**src/rtl/mem_arbiter_pkg.sv**
```systemverilog
// Shared definitions for the RAM16K two-requester arbiter: ownership state
// encoding, default geometry and the locked-burst continuation rule.
package mem_arbiter_pkg;

  typedef enum logic [1:0] {
    IDLE = 2'd0,
    OWN0 = 2'd1,
    OWN1 = 2'd2
  } own_state_t;

  localparam int DEF_AW        = 14;
  localparam int DEF_DW        = 16;
  localparam int DEF_MAX_BURST = 8;

  // True when a granted locked access may keep ownership for another beat.
  function automatic logic burst_continue(input logic       lock,
                                          input logic [7:0] count,
                                          input logic [8:0] limit);
    return lock && (({1'b0, count} + 9'd1) < limit);
  endfunction

endpackage

```
**src/rtl/mem_arb_pick.sv**
```systemverilog
// Combinational two-way priority picker: a lone request always wins, a tie
// goes to the requester that is not 'last' (last = 1 favours req0).
module mem_arb_pick (
  input  logic req0,
  input  logic req1,
  input  logic last,
  output logic pick0,
  output logic pick1
);

  assign pick0 = req0 && (!req1 || last);
  assign pick1 = req1 && (!req0 || !last);

endmodule

```
**src/rtl/mem_arbiter.sv**
```systemverilog
// Arbiter sharing a single-port RAM16K between a CPU data port (r0) and a
// loader (r1). Define MEM_ARB_RR_EN for round-robin ties; default is fixed r0.
module mem_arbiter
  import mem_arbiter_pkg::*;
#(
  parameter int AW        = DEF_AW,
  parameter int DW        = DEF_DW,
  parameter int MAX_BURST = DEF_MAX_BURST
) (
  input  logic          clock,
  input  logic          reset,
  input  logic          r0_req,
  input  logic          r0_we,
  input  logic          r0_lock,
  input  logic [AW-1:0] r0_addr,
  input  logic [DW-1:0] r0_wdata,
  output logic          r0_gnt,
  output logic          r0_rvalid,
  output logic [DW-1:0] r0_rdata,
  input  logic          r1_req,
  input  logic          r1_we,
  input  logic          r1_lock,
  input  logic [AW-1:0] r1_addr,
  input  logic [DW-1:0] r1_wdata,
  output logic          r1_gnt,
  output logic          r1_rvalid,
  output logic [DW-1:0] r1_rdata,
  output logic [DW-1:0] mem_in,
  output logic          mem_load,
  output logic [AW-1:0] mem_address,
  input  logic [DW-1:0] mem_out
);

  localparam logic [8:0] BURST_LIMIT = 9'(MAX_BURST);

  own_state_t state;
  logic [7:0] count;
  logic       last;
  logic       pick0;
  logic       pick1;

`ifndef MEM_ARB_RR_EN
  // Fixed priority: pretend r1 always won last, so every tie goes to r0.
  assign last = 1'b1;
`endif

  mem_arb_pick u_pick (
    .req0  (r0_req),
    .req1  (r1_req),
    .last  (last),
    .pick0 (pick0),
    .pick1 (pick1)
  );

  // NOTE: every output of a combinational block gets a default first, so no
  // path leaves it unassigned and no latch is inferred.
  always_comb begin
    r0_gnt = 1'b0;
    r1_gnt = 1'b0;
    case (state)
      IDLE: begin
        r0_gnt = pick0;
        r1_gnt = pick1;
      end
      OWN0:    r0_gnt = r0_req;
      OWN1:    r1_gnt = r1_req;
      default: ;
    endcase
  end

  always_comb begin
    mem_address = '0;
    mem_in      = '0;
    mem_load    = 1'b0;
    if (r0_gnt) begin
      mem_address = r0_addr;
      mem_in      = r0_wdata;
      mem_load    = r0_we;
    end else if (r1_gnt) begin
      mem_address = r1_addr;
      mem_in      = r1_wdata;
      mem_load    = r1_we;
    end
  end

  // NOTE: all state here uses non-blocking assignments so every register
  // samples the pre-edge values of the others regardless of statement order.
  always_ff @(posedge clock) begin
    if (reset) begin
      state     <= IDLE;
      count     <= '0;
      r0_rvalid <= 1'b0;
      r1_rvalid <= 1'b0;
      r0_rdata  <= '0;
      r1_rdata  <= '0;
`ifdef MEM_ARB_RR_EN
      last      <= 1'b1;
`endif
    end else begin
      r0_rvalid <= r0_gnt && !r0_we;
      r1_rvalid <= r1_gnt && !r1_we;
      if (r0_gnt && !r0_we) r0_rdata <= mem_out;
      if (r1_gnt && !r1_we) r1_rdata <= mem_out;

      if (r0_gnt && burst_continue(r0_lock, count, BURST_LIMIT)) begin
        state <= OWN0;
        count <= count + 8'd1;
      end else if (r1_gnt && burst_continue(r1_lock, count, BURST_LIMIT)) begin
        state <= OWN1;
        count <= count + 8'd1;
      end else begin
        // Unlocked access, forced release, dropped request or no request.
        state <= IDLE;
        count <= '0;
      end

`ifdef MEM_ARB_RR_EN
      if (state == IDLE && (r0_gnt || r1_gnt)) last <= r1_gnt;
`endif
    end
  end

endmodule

```
**config.mk**
```make
export PLATFORM = sky130hd
export DESIGN_NAME = mem_arbiter
export DESIGN_NICKNAME = d
export VERILOG_FILES = /design/src/rtl/mem_arbiter_pkg.sv /design/src/rtl/mem_arb_pick.sv /design/src/rtl/mem_arbiter.sv
export SDC_FILE = /design/constraint.sdc
export NUM_CORES = 1
export LEC_CHECK = 0
export CAP_MARGIN = 20
export CORE_ASPECT_RATIO = 2
export CORE_MARGIN = 3
export CORE_UTILIZATION = 35
export DETAILED_ROUTE_END_ITERATION = 8
export GPL_TIMING_DRIVEN = 1
export PLACE_DENSITY_LB_ADDON = 0.1
export SLEW_MARGIN = 20
export SYNTH_ARGS = -nofsm -noshare
export SYNTH_HDL_FRONTEND = slang
export SYNTH_SLANG_ARGS = --single-unit
```
**constraint.sdc**
```tcl
create_clock -name clock -period 3 [get_ports clock]
set_input_delay 0.3 -clock clock [delete_from_list [all_inputs] [get_ports clock]]
set_output_delay 0.3 -clock clock [all_outputs]
set_load 0.005 [all_outputs]
```
==> metrics.md <==
| Metric | Value |
|---|---|
| Router iterations before antenna repair | `4` |
| Final setup violation count | `0` |
| Outcome | `completed` |
| Final #Nets | `431` |
| Worst Hold Class | `register to register` |
| Final worst setup slack | `0.622 ns` |
| Buffer count from post-CTS setup fixing | `0` |
| Critical path arrival | `2.08 ns` |
| Core ar. | `5180 um2` |
| Post-route ant nets | `0` |
| Tmin final | `2.38 ns` |
| Synth Warn # | `0` |
| Routability cong. | `0.839` |
| List of most frequent post-synthesis cells | `dfxtp_1 (44), nand2_1 (33), a22o_1 (31)` |
| Post-synth EDFFs | `0` |
| Async S/R FF share, synth | `0` |
| Count leader, synth | `dfxtp_1` |
| Area share of the largest cell type after synthesis | `0.464` |
| Share of layout cells above drive strength 1 | `0.0462` |
| Post-CTS sizing | `0` |
| Total die area | `6400 um2` |
| Htree depth | `2` |
| First-pass GRT wire length | `10300 um` |
| Clock sinks | `44` |
| Via count | `2021` |
| IO buf count | `150` |
| All-Layer GR Usage | `0.212` |
| CP Launch Type | `primary input` |
| Worst-Skew Late Latency | `0.29 ns` |
| RSZ-0062 raised after global routing | `false` |
| Fmax | `421 MHz` |
| Fillers | `441` |
| Mean area per synthesized cell | `9.63 um2` |
| Clk_skew | `0.00274 ns` |
| Worst setup path class | `primary input to output port` |
| Initial antenna violation count | `0` |
| Clock buffer depth | `2` |
| Die Span Y | `110 um` |
| # diodes | `0` |
| Top_reg_cell synth | `dfxtp_1` |
| # hold bufs at CTS | `0` |
| VDD IR max | `0.454 mV` |
| Synth cell types | `29` |
| Vias/cell | `5.00` |
| DRC violations left | `0` |
| TNS Setup | `0 ns` |
| Number of global-route vias before repair | `2018` |
| Synth area leader | `dfxtp_1` |
| Die X | `58.1 um` |
| # rows | `37` |
| Post-synthesis cell count | `197` |
| Num ports | `151` |
| Worst endpoint required time | `2.70 ns` |
| CTS root buf | `clkbuf_8` |
| CTS tree | `built` |
| Layout Utilization | `0.680` |
| Pins Over Slew Limit | `0` |
| Area contributors post-synth | `dfxtp_1 (46%), a22o_1 (14%), mux2i_1 (8.4%)` |
| FF+latch count, synth | `44` |
| Remaining Overflow, GRT | `0` |
| CTS Buf Count | `5` |
| Routed WL | `6580 um` |
| Area delta synth->final | `85.7%` |
| Fin. Hold Viols | `0` |
| Worst slew pin tran | `0.744 ns` |
| Period utilisation layout | `0.793` |
| Initial core utilization | `0.366` |
| Reg clk slew, reported paths | `0.07 ns` |
| Sequential share of the synthesized area | `0.464` |
| DR WL/cell | `16.3 um` |
| CP endpoint kind | `output port` |
| Largest net degree at the start of global routing | `38` |
| PwrDens | `377 nW/um2` |
| Static Leak | `1.35 nW` |
| Pre-CTS setup slack | `0.606 ns` |
| CP Max Fanout | `34` |
| Max transition margin | `0.497` |
| Detailed Place HPWL | `5200 um` |
| Initial detailed-routing violation count | `79` |
| Max Cap Violations | `0` |
| Syn Std Cell Area | `1900 um2` |
-- cells in the final DEF, fill, tap and decap left out --
master           netlist  routed
nor2b_1                2       2
a22oi_1                1       1
a211oi_2               1       1
and4bb_1               1       1
nand4_1                1       1
a21oi_1               16      16
nor4b_1                1       1
nor2_1                17      17
nor4b_4                1       1
and4_1                 3       3
a21o_1                 1       1
ha_1                   1       1
mux2i_1               16      16
dfxtp_1               44      44
a22o_1                31      31
nand2_1               33      33
and4b_1                2       2
o21ai_1                1       1
clkdlybuf4s50_1        0     150
xor2_1                 1       1
and3_1                 1       1
conb_1                 1       5
o41ai_1                1       1
nand2b_1               1       1
clkbuf_8               0       7
nor2b_4                1       1
buf_4                  0       5
nor3b_4                0       1
-- cell type report --
| cell class | instances | area (um2) | area share |
|---|---|---|---|
| Multi-Input combinational cell | 140 | 936 | 0.266 |
| Tap cell | 58 | 72.6 | 0.0206 |
| Timing Repair Buffer | 155 | 1540 | 0.437 |
| Clock buffer | 7 | 96.3 | 0.0273 |
| Sequential cell | 44 | 881 | 0.250 |
-- worst max-delay path, stage by stage --
cell	delay, ns
clkdlybuf4s50_1	0.40
nor2b_4	0.14
nor3b_4	0.16
buf_4	0.35
a22o_1	0.22
clkdlybuf4s50_1	0.51
-- sequential cells by signal (all words and copies together) (netlist names) --
| name | flops |
|---|---|
| r0_rdata | 16 |
| r1_rdata | 16 |
| count | 8 |
| state | 2 |
| r0_rvalid | 1 |
| r1_rvalid | 1 |
-- metal layers --
metal,part of all wire,vias to the layer above,track usage
met5,0,-,0
met1,0.34,910,0.208
met3,0.11,7,0.0804
li1,-,990,-
met2,0.53,114,0.395
met4,0.017,0,0.0713
-- where the power goes --
group          total [mW]  switching [mW]  internal [mW]  leakage [nW]
Sequential          0.616          0.0105          0.606         0.360
Combinational       0.326           0.103          0.224         0.942
Clock               0.387           0.182          0.205        0.0503
-- metrics by stage --
step | instance area, um2 | power [mW] | instances | hold slack (ns)
floorplan | 1910 | 0.732 | 201 | 0.436
global placement | 3430 | 0.955 | 397 | 0.441
detailed placement | 3430 | 0.959 | 397 | 0.446
CTS | 3520 | 1.35 | 404 | 0.456
global route | 3520 | 1.39 | 404 | 0.475
finish | 3520 | 1.33 | 404 | 0.454
-- kinds of logic after synthesis --
kind of cell	count (synthesis)	synth area share
and+or+nand+nor	65	0.177
adders and majority gates	1	0.00659
muxes	16	0.0844
other	1	0.00198
buffers and inverters	17	0.0541
AOI/OAI and AO/OA	52	0.207
xor gates and xnor gates	1	0.00462
DFF	44	0.464
-- path summary, 6_finish.rpt --
kind / from / endpoint / slack [ns] / depth (start not counted)
min reg2reg: r0_rdata[9] / r0_rdata[9] / 0.45 / 2
max reg2reg: state[1] / r0_rdata[7] / 1.29 / 5
max: r0_req / mem_address[8] / 0.62 / 6
min: r0_rdata[9] / r0_rdata[9] / 0.45 / 2
(Power assumes the default switching activity.)
